[src/rtl/gf_pkg.sv]
// Shared types and helpers for the GF(2^m) inverter.
package gf_pkg;

  typedef enum logic [1:0] {
    IDLE = 2'd0,
    SQR  = 2'd1,
    MUL  = 2'd2,
    DONE = 2'd3
  } gf_inv_state_t;

  // Clocks from the accepting edge until out_valid rises.
  function automatic int unsigned gf_inv_latency(input int unsigned mm);
    return 2 * (mm - 1);
  endfunction

endpackage

[src/rtl/gf_2m_mult.sv]
// Combinational GF(2^m) multiplier, polynomial basis, MSB-first shift-and-add.
module gf_2m_mult #(
  parameter int unsigned m = 4
) (
  input  logic [m-1:0] a,
  input  logic [m-1:0] b,
  input  logic [m-1:0] p,
  output logic [m-1:0] y
);

  logic [m-1:0] r;

  // Horner: r = r*x mod P, then add a when the current bit of b is set.
  always_comb begin
    r = '0;
    for (int unsigned i = 0; i < m; i++) begin
      r = {r[m-2:0], 1'b0} ^ (r[m-1] ? p : '0) ^ (b[m-1-i] ? a : '0);
    end
    y = r;
  end

endmodule

[src/rtl/gf_2m_inv.sv]
// Sequential GF(2^m) inverter: y = a^(2^m-2) by square-and-multiply on one
// shared multiplier, with valid/ready handshakes on both sides.
module gf_2m_inv
  import gf_pkg::*;
#(
  parameter int unsigned m = 4
) (
  input  logic         clk,
  input  logic         rst,
  input  logic         in_valid,
  output logic         in_ready,
  input  logic [m-1:0] a,
  input  logic [m-1:0] p,
  output logic         out_valid,
  input  logic         out_ready,
  output logic [m-1:0] y,
  output logic         zero_in
);

  localparam int unsigned cw = $clog2(m);

  gf_inv_state_t state, state_nx;

  logic [m-1:0]  p_r;
  logic [m-1:0]  sq;
  logic [m-1:0]  acc;
  logic [cw-1:0] cnt;
  logic          z_r;
  logic [m-1:0]  mul_a;
  logic [m-1:0]  prod;
  logic          accept;
  logic [5:0]    lat;

  assign in_ready  = (state == IDLE);
  assign accept    = in_valid && in_ready;
  assign out_valid = (state == DONE);
  assign y         = out_valid ? acc : '0;
  assign zero_in   = out_valid && z_r;

  // SQR squares sq; MUL folds sq into the running product.
  assign mul_a = (state == MUL) ? acc : sq;

  gf_2m_mult #(.m(m)) u_mult (
    .a (mul_a),
    .b (sq),
    .p (p_r),
    .y (prod)
  );

  always_comb begin
    state_nx = state;
    case (state)
      IDLE: if (accept) state_nx = SQR;
      SQR:  state_nx = MUL;
      MUL:  state_nx = (cnt == cw'(1)) ? DONE : SQR;
      DONE: if (out_ready) state_nx = IDLE;
      default: state_nx = IDLE;
    endcase
  end

  always_ff @(posedge clk) begin
    if (rst) begin
      state <= IDLE;
      sq    <= '0;
      acc   <= '0;
      cnt   <= '0;
      p_r   <= '0;
      z_r   <= 1'b0;
      lat   <= '0;
    end else begin
      state <= state_nx;
      case (state)
        IDLE: begin
          if (accept) begin
            sq  <= a;
            acc <= {{(m-1){1'b0}}, 1'b1};
            cnt <= cw'(m - 1);
            p_r <= p;
            z_r <= (a == '0);
            lat <= '0;
          end
        end
        SQR: begin
          sq  <= prod;
          lat <= lat + 6'd1;
        end
        MUL: begin
          acc <= prod;
          cnt <= cnt - cw'(1);
          lat <= lat + 6'd1;
          if (cnt == cw'(1))
            assert (lat == 6'(gf_inv_latency(m) - 1));
        end
        default: ;
      endcase
    end
  end

endmodule

[config.mk]
export PLATFORM = sky130hd
export DESIGN_NAME = gf_2m_inv
export DESIGN_NICKNAME = d
export VERILOG_FILES = /design/src/rtl/gf_pkg.sv /design/src/rtl/gf_2m_mult.sv /design/src/rtl/gf_2m_inv.sv
export SDC_FILE = /design/constraint.sdc
export NUM_CORES = 1
export LEC_CHECK = 0
export BUFFER_PORTS_ARGS = -buffer_cell sky130_fd_sc_hd__buf_2
export CORE_AREA = 2 2 57 59
export CTS_CLUSTER_SIZE = 20
export DETAILED_ROUTE_END_ITERATION = 8
export DIE_AREA = 0 0 59 61
export GPL_TIMING_DRIVEN = 0
export HOLD_SLACK_MARGIN = 0.05
export MAX_ROUTING_LAYER = met4
export PLACE_DENSITY = 0.75
export SLEW_MARGIN = 20
export SYNTH_ARGS = -nofsm -noshare
export SYNTH_HDL_FRONTEND = slang
export SYNTH_SLANG_ARGS = --single-unit
[constraint.sdc]
create_clock -name clk -period 2.7 [get_ports clk]
set_clock_uncertainty 0.2 [all_clocks]
set_input_delay 0.135 -clock clk [delete_from_list [all_inputs] [get_ports clk]]
set_output_delay 0.135 -clock clk [all_outputs]
set_load 0.01 [all_outputs]
==> metrics.yaml <==
yosys:
  synth_top_area_share: 0.2128
  synth_flop_cell: "dfxtp_1"
  synthesis.area_um2: 1599
  syn_inst: 230
  async_flop_share: 0
  yosysWarnings: 0
  synthDistinctLibCells: 57
  synth_fp_nets: 243
  avgSynthCellArea_um2: 6.952
  synth-edff-count: 0
  yosysTopAreaCell: "dfxtp_1"
  ys_seq_area_frac: 0.2128
  synthTopCellsByArea: "dfxtp_1 21%, nand2_1 9.6%, a21oi_1 5.3%"
  synth_seq_cells: 17
power_and_ir_drop:
  max-vdd-ir-drop_mv: 0.3674
  p_seq_frac: 0.469
  p_int_uw: 396.1
  comb_power_share: 0.305
  p_clk_frac: 0.226
  cellLeakagePower_uw: 0.0007017
  power.density_nw_per_um2: 321.0
  swShare: 0.3391
  switchingPower_uw: 203.2
final_layout:
  layout.cells.non_filler: 294
  fin_area_um2: 1867
  area_growth_pct: 16.74
  layout_common_cells: "41 x nand2_1, 23 x buf_2, 16 x a21oi_1, 16 x dfxtp_1"
  final_common_cell: "nand2_1"
  final_nets: 275
  nFillCells: 270
  multiInputGateArea_um2: 1169
  drive_above_1_share: 0.1571
  seqCellArea_um2: 341.6
  antennaDiodeCount: 0
timing:
  min_period_over_period: 0.9242
  hold_violations: 0
  max_freq_ghz: 0.4008
  drv_slew: 0
  setup_viol: 0
  rsz0062_at_grt: "false"
  fin_tns_setup_ps: 0
  fin_crit_ps: 2495
  tightest_slew_ps: 506.4
  relSlewSlack: 0.6624
worst_setup_path:
  required_ps: 2680
  cp-end-kind: "register"
  worst_setup_path_start_kind: "register"
  critPathKind: "reg -> reg"
  worstPathArrival_ps: 2480
  crit_fanout: 7
run:
  cap_violations: 0
global_route:
  antenna_found_initial: 0
  grt_usage: 0.2694
  grt_pass1_vias: 1543
  grt_max_degree: 11
  grt_overflow: 0
  grt_pass1_wl_um: 7258
clock_tree:
  cts.sinks: 17
  clk_pin_slew_worst_paths_ps: 90
  cts_buffer_depth: 2
  cts_buffers: 3
  htree_levels: 1
  cts_root_buffer: "clkbuf_4"
  cts_tree: "yes"
  cts_setup_buffers: 0
  clkLatencyLatePin_ps: 290
floorplanning:
  dieArea_um2: 3599
  dieWidth_um: 59
  pin_count: 19
  std_cell_rows: 20
  initial_core_util: 0.5415
  fp.coreArea_um2: 2953
  die_h_um: 61
route:
  drt-pass1-iter-count: 5
  first_iter_violations: 74
  final_antenna_net_count: 0
  vias_per_cell: 5.901
  detail_route.wirelength_um: 4284
  drc: 0
  vias: 1735
  wl_per_cell_um: 14.57
place:
  dp.cells: 280
  portBuffers: 17
  place_area_um2: 1725
  place.gp.congestion: 0.8259
  dp_hpwl_um: 3081
hold_path:
  hp-class: "in -> reg"
outcome:
  status: "finished clean"
## repair_timing
action,CTS,global route
hold buffers,10,0
hold endpoints to repair,10,0
resized for setup,0,6
setup endpoints to repair,0,6
## final cells by class
cell class,instances,area share
inverters,5,0.01005
well taps,33,0.02212
multi-input cells,189,0.6260
repair buffers,27,0.09920
clock buffers,4,0.01408
plain buffers,19,0.04558
flip-flops and latches,17,0.1830
## path summary, 6_finish.rpt
| check | from | to | slack [ps] | cells after the start |
|---|---|---|---|---|
| worst max-delay path | acc[3] | acc[1] | 200 | 8 |
| worst min register to register | z_r | z_r | 270 | 2 |
| worst min-delay path | rst | cnt[1] | 120 | 2 |
| worst max register to register | acc[3] | acc[1] | 200 | 8 |
## power by group through the flow
| stage | clock (uW) | combinational, uW | sequential, uW |
|---|---|---|---|
| final | 135 | 183 | 281 |
| after CTS | 138 | 179 | 280 |
| after global placement | 0 | 167 | 286 |
| after global routing | 147 | 206 | 283 |
| after floorplan | 0 | 126 | 282 |
| after detailed placement | 0 | 168 | 286 |
## layer usage
metal	vias up	part of all wire	GRT usage
met5	-	0	-
met4	0	0.0049	0.06818
met3	2	0.043	0.01279
met2	43	0.48	0.4397
met1	791	0.47	0.3666
li1	899	-	-
## worst max-delay path: stages, from the launching register on
cell       delay (ps)
dfxtp_1           450
or3b_1            360
a31oi_1           270
o31ai_1           120
or4_1             460
and4_1            180
o2111ai_2         120
xnor2_1           160
o21ai_1            70
## registers in the layout (all words and copies together), names as in the netlist
register	count
cnt	2
sq	4
acc	4
p_r	4
z_r	1
state	2
## logic make-up after synthesis
group	after synthesis	synth area share
AND/OR/NAND/NOR	111	0.3498
flip-flops	17	0.2128
adder cells (fa/ha/maj)	1	0.007823
buffers and inverters	24	0.06416
AO/OA/AOI/OAI	64	0.2786
XOR/XNOR	9	0.05790
multiplexers	4	0.02895
## stage by stage
step	setup WS, ps	util	hold slack (ps)	power [uW]
floorplan	403.9	-	70.98	408.1
global placement	116.6	0.5843	181.3	452.2
detailed placement	114.3	0.5843	185.7	454.2
CTS	87.58	0.6271	113.6	597.1
global route	16.05	0.6322	134.6	635.9
finish	204.7	0.6322	116.1	599.3
## cell usage after synthesis, types with 2 or more instances
cell type / number
nand2b_1: 5
a2111o_1: 3
o21ai_1: 5
clkbuf_1: 11
or4_1: 3
xnor2_1: 3
buf_2: 6
a31oi_1: 4
nor2_1: 15
o211ai_2: 2
nand2_1: 41
a32oi_1: 3
and3_1: 8
a211o_1: 2
o21ai_0: 9
nor3b_1: 2
nor3_1: 5
nand3b_1: 2
inv_1: 5
or3b_1: 2
mux2i_1: 2
and2_1: 4
a21oi_1: 17
o22ai_1: 2
dfxtp_1: 17
xor2_1: 5
nand3_1: 16
o21a_1: 2
Note: power is estimated with default switching activity, not from simulation.
